===== src/rtl/meter_pkg.sv =====
// ---------------------------------------------------------------------------
// meter_pkg
//
// Definitions shared by the parking meter core and its input conditioning
// stage:
//   - button index constants (bit positions inside a button vector)
//   - NUM_BTN, the number of physical push-buttons
//   - btn_vec_t, one bit per button
//   - BTN_PRIO_ORDER, the command priority order. The meter decodes
//     simultaneous commands in the same order.
//   - prio_grant(), a one-hot grant of the highest-priority request
// ---------------------------------------------------------------------------
package meter_pkg;

   localparam int NUM_BTN  = 6;

   localparam int BTN_ADD1 = 0;
   localparam int BTN_ADD2 = 1;
   localparam int BTN_ADD3 = 2;
   localparam int BTN_ADD4 = 3;
   localparam int BTN_RST1 = 4;
   localparam int BTN_RST2 = 5;

   typedef logic [NUM_BTN-1:0] btn_vec_t;
   typedef logic [2:0]         btn_idx_t;

   // Entry [0] is the highest priority: rst2 > rst1 > add4 > add3 > add2 > add1.
   localparam btn_idx_t [NUM_BTN-1:0] BTN_PRIO_ORDER = {
      3'd0,   // [5] add1 (lowest)
      3'd1,   // [4] add2
      3'd2,   // [3] add3
      3'd3,   // [2] add4
      3'd4,   // [1] rst1
      3'd5    // [0] rst2 (highest)
   };

   // Walk the priority list once. The first requesting button wins, and
   // every later entry is masked by 'found'.
   function automatic btn_vec_t prio_grant(input btn_vec_t req);
      btn_vec_t grant;
      logic     found;
      logic     hit;
      grant = {NUM_BTN{1'b0}};
      found = 1'b0;
      for (btn_idx_t i = 3'd0; i < 3'(NUM_BTN); i = i + 3'd1) begin
         hit                       = ~found & req[BTN_PRIO_ORDER[i]];
         grant[BTN_PRIO_ORDER[i]]  = hit;
         found                     = found | hit;
      end
      return grant;
   endfunction

endpackage : meter_pkg


===== src/rtl/btn_debounce.sv =====
// ---------------------------------------------------------------------------
// btn_debounce
//
// Debounces one raw asynchronous push-button level.
//   - A two-flop synchronizer brings the raw level into the clk domain.
//   - A run-length counter measures how long the synchronized level has
//     disagreed with the debounced level.
//   - The debounced level flips only after STABLE_CYCLES consecutive cycles
//     of disagreement. Any shorter disagreement restarts the count from zero.
//   - 'rise' is high for the one cycle after the debounced level goes 0->1.
//
// Ports
//   clk    in   system clock
//   rst    in   synchronous active-high reset
//   raw    in   raw button level (asynchronous)
//   level  out  debounced level (registered)
//   rise   out  single-cycle press indication, decoded from registers only
// ---------------------------------------------------------------------------
module btn_debounce
   import meter_pkg::*;
#(
   parameter int unsigned STABLE_CYCLES = 500000,
   parameter int unsigned CNT_W         = $clog2(STABLE_CYCLES)
) (
   input  logic clk,
   input  logic rst,
   input  logic raw,
   output logic level,
   output logic rise
);

   logic             sync1_r;
   logic             sync2_r;
   logic             level_r;
   logic             level_d_r;
   logic [CNT_W-1:0] cnt_r;
   logic             cnt_done_s;
   logic             differ_s;

   // Comparisons used by the counter and the level update.
   assign differ_s   = sync2_r ^ level_r;
   assign cnt_done_s = (cnt_r == CNT_W'(STABLE_CYCLES - 1));

   // Synchronizer, disagreement counter, debounced level and its one-cycle delay.
   always_ff @(posedge clk) begin
      if (rst) begin
         sync1_r   <= 1'b0;
         sync2_r   <= 1'b0;
         level_r   <= 1'b0;
         level_d_r <= 1'b0;
         cnt_r     <= {CNT_W{1'b0}};
      end else begin
         sync1_r   <= raw;
         sync2_r   <= sync1_r;
         level_d_r <= level_r;
         if (!differ_s) begin
            // Agreement, including the end of a short glitch: restart the run.
            cnt_r <= {CNT_W{1'b0}};
         end else if (cnt_done_s) begin
            // This is the STABLE_CYCLES-th consecutive cycle of disagreement.
            level_r <= sync2_r;
            cnt_r   <= {CNT_W{1'b0}};
         end else begin
            cnt_r <= cnt_r + CNT_W'(1);
         end
      end
   end

   assign level = level_r;
   // A release (1->0) does not produce an event.
   assign rise  = level_r & ~level_d_r;

endmodule : btn_debounce


===== src/rtl/meter_button_conditioner.sv =====
// ---------------------------------------------------------------------------
// meter_button_conditioner
//
// Input conditioning in front of the parking meter core. Each of the six
// raw buttons is synchronized and debounced. Every debounced press becomes a
// pending request. A fixed-priority arbiter issues at most one registered
// single-cycle command pulse per cycle. The meter therefore never sees two
// commands in the same cycle.
//
// Ports
//   clk        in   system clock
//   rst        in   synchronous active-high reset. It clears every stage and
//                   drops queued events.
//   btn_raw    in   raw levels: [3:0] add1..add4, [4] rst1, [5] rst2
//   add1..add4 out  single-cycle coin-add command pulses (registered)
//   rst1,rst2  out  single-cycle preset pulses (registered)
//   btn_level  out  debounced levels, for debug LEDs
//   pending    out  accepted presses that have not been issued yet
// ---------------------------------------------------------------------------
module meter_button_conditioner
   import meter_pkg::*;
#(
   parameter int unsigned STABLE_CYCLES = 500000,
   parameter int unsigned CNT_W         = $clog2(STABLE_CYCLES)
) (
   input  logic               clk,
   input  logic               rst,
   input  logic [NUM_BTN-1:0] btn_raw,
   output logic               add1,
   output logic               add2,
   output logic               add3,
   output logic               add4,
   output logic               rst1,
   output logic               rst2,
   output logic [NUM_BTN-1:0] btn_level,
   output logic [NUM_BTN-1:0] pending
);

   btn_vec_t level_s;
   btn_vec_t rise_s;
   btn_vec_t grant_s;
   btn_vec_t pending_nxt_s;
   btn_vec_t pending_r;
   btn_vec_t pulse_r;

   // One independent debouncer per button.
   for (genvar g = 0; g < NUM_BTN; g++) begin : g_btn
      btn_debounce #(
         .STABLE_CYCLES (STABLE_CYCLES),
         .CNT_W         (CNT_W)
      ) u_debounce (
         .clk   (clk),
         .rst   (rst),
         .raw   (btn_raw[g]),
         .level (level_s[g]),
         .rise  (rise_s[g])
      );
   end

   // Grant the highest-priority pending request. The granted bit is cleared
   // before new presses are merged in. If a press lands on a bit in the same
   // cycle that bit is granted, the bit stays set and the press is issued
   // later. A press on an already-pending bit merges into it.
   always_comb begin
      grant_s       = prio_grant(pending_r);
      pending_nxt_s = (pending_r & ~grant_s) | rise_s;
   end

   // Pending set and registered command pulses.
   always_ff @(posedge clk) begin
      if (rst) begin
         pending_r <= {NUM_BTN{1'b0}};
         pulse_r   <= {NUM_BTN{1'b0}};
      end else begin
         pending_r <= pending_nxt_s;
         pulse_r   <= grant_s;
      end
   end

   assign add1      = pulse_r[BTN_ADD1];
   assign add2      = pulse_r[BTN_ADD2];
   assign add3      = pulse_r[BTN_ADD3];
   assign add4      = pulse_r[BTN_ADD4];
   assign rst1      = pulse_r[BTN_RST1];
   assign rst2      = pulse_r[BTN_RST2];
   assign btn_level = level_s;
   assign pending   = pending_r;

endmodule : meter_button_conditioner


===== config.mk =====
export PLATFORM = sky130hd
export DESIGN_NAME = meter_button_conditioner
export DESIGN_NICKNAME = d
export VERILOG_FILES = /design/src/rtl/meter_pkg.sv /design/src/rtl/btn_debounce.sv /design/src/rtl/meter_button_conditioner.sv
export SDC_FILE = /design/constraint.sdc
export NUM_CORES = 1
export LEC_CHECK = 0
export ABC_AREA = 1
export CORE_UTILIZATION = 41
export DETAILED_ROUTE_END_ITERATION = 7
export HOLD_SLACK_MARGIN = 0.06
export PLACE_DENSITY = 0.63
export SYNTH_ARGS = -nofsm -noshare
export SYNTH_HDL_FRONTEND = slang
export SYNTH_SLANG_ARGS = --single-unit
export TNS_END_PERCENT = 50

===== constraint.sdc =====
create_clock -name clk -period 3.2 [get_ports clk]
set_input_delay 0.64 -clock clk [delete_from_list [all_inputs] [get_ports clk]]
set_output_delay 0.64 -clock clk [all_outputs]
set_load 0.1 [all_outputs]

==> reports/summary.txt, run 1 <==
CTS tree - built
setup slack after layout - 1280 ps
Power Density - 475 nW/µm²
Final Critical Period - 1920 ps
Hold WC Path Type - flip-flop to flip-flop
antenna viol nets, final - 0
fraction of layout cells with a size suffix above 1 - 6.19%
I/O pins - 26
worst skew pair latency - 420 ps
Final period util - 59.9%
P_leak - 0.00285 µW
Vias/cell - 4.61
DR WL/cell - 11.0 µm
global-route wire length before repair - 25.9 mm
count of cell types in the netlist - 30
post-DP HPWL - 10.9 mm
routed wire length - 14.9 mm
register area share after synthesis - 41.2%
hold buffers post-CTS - 0
Top FF cell, synth - dfxtp_1
final hold violations - 0
Synth area leader - dfxtp_1
setup TNS after final layout - 0 ps
top cells by area, synth - dfxtp_1 (41%), nand2_1 (14%), nor2_1 (14%)
Area Growth Syn to Fin - 13.1%
DR iter-0 viols - 296
DRT Pass-1 Iters - 5
CP Class - primary input to flip-flop
status - complete, no violations
RSZ-0062 raised after global routing - false
clock skew - 5.46 ps
Clock transition at path regs - 60 ps
Syn Nets - 1105
Mapped Area - 7290 µm²
antenna violations before repair - 0
total number of vias - 6252
Crit path top cell by count - a21oi_1
CP Capture Type - flip-flop
CTS Root Cell - clkbuf_16
H-tree Lvls - 4
Critical Path RT - 3540 ps
flops & latches, synth - 150
vias in the first global route - 5735
Max Cap Viol - 0
Cell Rows - 48
YS warnings - 0
cells after synthesis - 1091
Initial Util - 42.0%
# DRC - 0
CP max-delay cell - clkdlybuf4s50_1
largest net degree at the start of global routing - 31
Syn Area/Cell - 6.68 µm²
Antenna Cells - 0
Final setup viols - 0
Rel. slew slack - 57.5%
IO Port Bufs - 25
Die Ht - 135 µm
Core Region - 17400 µm²
worst-margin pin slew - 636 ps
maximum clock path buffer count - 2
commonest non-fill, non-tap cells in the layout - nand2_1 (272), nor2_1 (263), dfxtp_1 (150)
kind of start point of the critical path - primary input
Layout Nets - 1132
Max Transition Viols Final - 0
die area - 18300 µm²
Largest stage delay, worst path - 460 ps
VDD IR max - 0.422 mV
largest fanout on the critical path - 18
CTS Buf Count - 17
final RePlAce weighted congestion - 0.875
Clock Sinks - 150
post-synth top area share - 41.2%
gr usage total - 17.7%
GR Overflow Total - 0
Final Util - 47.5%
Post-synth ARST share - 0%
Post-CTS Setup Bufs - 0
Critical Path AT - 2260 ps
EDFF count, synth - 0
CTS resizes - 0
most common cell after layout, fill and taps aside - nand2_1
Max Fclk - 521 MHz
Die X-Extent - 135 µm
pre-CTS setup slack - 805 ps
crit-path cells - clkdlybuf4s50_1 -> inv_1 -> o21ai_0 -> a21oi_1 -> nand2_2 -> a21oi_1
-- worst paths after layout --
path | start | to | slack, ps | depth (start not counted)
hold / removal | g_btn[5].u_debounce.level_d_r | pending[5] | 390 | 1
setup reg to reg | g_btn[3].u_debounce.cnt_r[0] | g_btn[3].u_debounce.cnt_r[11] | 1400 | 6
setup / recovery | rst | g_btn[0].u_debounce.cnt_r[7] | 1280 | 6
hold reg to reg | g_btn[5].u_debounce.level_d_r | pending[5] | 390 | 1
-- flip-flops by register name (all words and copies together) (netlist names) --
name                        cells
g_btn.u_debounce.level_d_r      6
g_btn.u_debounce.cnt_r        114
pulse_r                         6
g_btn.u_debounce.sync2_r        6
pending                         6
g_btn.u_debounce.sync1_r        6
g_btn.u_debounce.level          6
-- cells in the mapped netlist (2+ instances only) --
| cell | count |
|---|---|
| nand2_2 | 2 |
| o21bai_1 | 2 |
| inv_1 | 135 |
| o21ai_0 | 18 |
| buf_4 | 9 |
| xor2_1 | 34 |
| or2_2 | 7 |
| a21oi_1 | 41 |
| xnor2_1 | 11 |
| nand2_1 | 272 |
| ha_1 | 6 |
| or2_0 | 7 |
| nor2_2 | 3 |
| nand4_1 | 23 |
| buf_6 | 4 |
| nand3_2 | 4 |
| nand3b_1 | 2 |
| dfxtp_1 | 150 |
| nor3_1 | 16 |
| buf_2 | 2 |
| o21bai_4 | 4 |
| buf_1 | 2 |
| nand3_1 | 68 |
| nor2_1 | 263 |
-- kinds of logic after synthesis --
group                      count (synthesis)  synth area share, %
and+or+nand+nor                          669                 37.9
buffers and inverters                    153                 8.79
DFF                                      150                 41.2
AOI/OAI and AO/OA                         68                 5.66
xor gates and xnor gates                  45                 5.41
adders and majority gates                  6                 1.03
-- report_power, final --
group	internal, µW	switching, µW
Clock	1250	744
Sequential	1880	5.48
Combinational	18.4	30.2
-- worst max-delay path: cells and delay by family --
family,cells,cell delay (ps)
AO/OA/AOI/OAI,3,560
buffers and inverters,2,800
AND/OR/NAND/NOR,1,260
-- cell type report --
class	count	area, µm²
Multi-Input combinational cell	788	3650
Inverter	135	507
Fill cell	1748	9110
Sequential cell	150	3000
Clock buffer	24	502
Tap cell	225	282
Timing Repair Buffer	26	213
Clock inverter	7	93.8
-- routing by layer --
metal	track usage (%)	vias up	wire, µm
met5	0	-	0
met4	6.12	0	220
met3	4.53	20	482
met2	28.1	87	6590
met1	23.2	2709	7600
li1	-	3436	-
-- per-stage QoR --
stage | instances | total power (µW) | area [µm²] | hold slack [ps]
after floorplan | 1091 | 1960 | 7290 | 373
after global placement | 1324 | 1970 | 7650 | 378
after detailed placement | 1324 | 1970 | 7650 | 383
after CTS | 1355 | 3970 | 8250 | 392
after global routing | 1355 | 4070 | 8250 | 406
final | 1355 | 3920 | 8250 | 392
(Power assumes the default switching activity.)
==> inputs of run 2 (changes only) <==
Clock period 3.2 ns to 2 ns, I/O delays scaled along.
==> run 2 against run 1 <==
  * Via count rose by 3.2%
  * Cell count increased by 0.74%
  * Combinational power is 75% higher
  * Sequential cell count did not move
  * Register-to-register slack got worse by 1100 ps
==> reports/summary.txt, run 2 (same netlist as run 1, synthesis figures left out) <==
gr usage total - 17.9%
DRT Pass-1 Iters - 5
worst skew pair latency - 420 ps
Reg2Reg Setup Slack - 300 ps
Die X-Extent - 135 µm
Worst setup startpoint - g_btn[4].u_debounce.cnt_r[0]
Cell Rows - 48
CTS resizes - 0
global-route wire length before repair - 26.2 mm
Filler cells - 1749
hold_ws - 398 ps
Rel. slew slack - 58.3%
VDD IR max - 0.625 mV
R2R Path Start - g_btn[4].u_debounce.cnt_r[0]
Initial Util - 42.0%
Antenna Cells - 0
HP Start - g_btn[2].u_debounce.sync1_r
CTS Root Cell - clkbuf_16
Max Transition Viols Final - 0
largest net degree at the start of global routing - 19
die area - 18300 µm²
Clock transition at path regs - 60 ps
Most flops, register - g_btn.u_debounce.cnt_r
largest fanout on the critical path - 18
pre-CTS setup slack - 0.994 ps
# DRC - 0
Final setup viols - 0
Post-CTS Setup Bufs - 0
P_leak - 0.00292 µW
GR Overflow Total - 0
antenna viol nets, final - 0
Layout Nets - 1141
DR WL/cell - 11.2 µm
final RePlAce weighted congestion - 0.867
worst-margin pin slew - 625 ps
Power Total - 6400 µW
Hold WC Path Type - flip-flop to flip-flop
routed wire length - 15.2 mm
Critical Path RT - 2320 ps
CP Class - flip-flop to flip-flop
RSZ-0062 raised after global routing - false
hold buffers post-CTS - 0
status - complete, no violations
Vias/cell - 4.73
antenna violations before repair - 0
Area Growth Syn to Fin - 14.7%
crit path buf inv count - 2
DR iter-0 viols - 399
Critical Path AT - 2020 ps
Power Density - 765 nW/µm²
CP max-delay cell - o21bai_4
crit-path cells - ha_1 -> nand2_1 -> nor2_1 -> nand3_1 -> o21bai_4 -> inv_1 -> nand2_1 -> inv_1
Core Region - 17400 µm²
vias in the first global route - 6013
setup slack after layout - 304 ps
Largest stage delay, worst path - 420 ps
CTS tree - built
maximum clock path buffer count - 2
final hold violations - 0
Clock Sinks - 150
Final Critical Period - 1700 ps
kind of start point of the critical path - flip-flop
post-DP HPWL - 11.2 mm
CP delay by family, top - simple AND/OR/NAND/NOR gates
Max Fclk - 590 MHz
I/O pins - 26
CP Capture Type - flip-flop
Final period util - 84.8%
Max Cap Viol - 0
Final Util - 48.2%
commonest non-fill, non-tap cells in the layout - nand2_1 (272), nor2_1 (263), dfxtp_1 (150)
Die Ht - 135 µm
setup TNS after final layout - 0 ps
clock skew - 6.04 ps
CTS Buf Count - 17
fraction of layout cells with a size suffix above 1 - 7.11%
most common cell after layout, fill and taps aside - nand2_1
total number of vias - 6451
H-tree Lvls - 4
Largest register FFs - 114
IO Port Bufs - 25
==> run 2: cell type report <==
| cell class | instances | area, µm² | area share, % |
|---|---|---|---|
| clock inverter | 11 | 148 | 1.77 |
| inverter | 135 | 507 | 6.06 |
| clock buffer | 21 | 470 | 5.63 |
| sequential | 150 | 3000 | 35.9 |
| multi-input combinational | 788 | 3650 | 43.6 |
| tap | 225 | 282 | 3.37 |
| timing repair buffer | 35 | 305 | 3.65 |
==> run 2: per-layer routing <==
metal	routed length, µm	GRT usage, %
met1	7430	22.1
met2	6850	29.7
met3	609	4.15
met4	334	7.30
met5	0	0
==> run 2: power breakdown <==
part / leakage, µW / internal (µW) / switching (µW)
Sequential: 0.00121 / 3000 / 7.14
Clock: 0.000303 / 2060 / 1240
Combinational: 0.00141 / 34.4 / 50.5
==> run 2: path summary, 6_finish.rpt <==
path,endpoint,depth (start not counted)
worst min register to register,g_btn[2].u_debounce.sync2_r,2
worst min-delay path,g_btn[2].u_debounce.sync2_r,2
worst max register to register,g_btn[4].u_debounce.cnt_r[15],8
worst max-delay path,g_btn[4].u_debounce.cnt_r[15],8
==> run 2: per-stage QoR <==
stage / cells / area [µm²]
finish: 1365 / 8360
global route: 1365 / 8360
CTS: 1365 / 8360
detailed placement: 1333 / 7740
global placement: 1333 / 7740
floorplan: 1091 / 7290
==> run 2: tightest hold or removal path, cell delays in order (launching register included) <==
cell	delay (ps)
dfxtp_1	290
inv_1	40
nor2_1	30
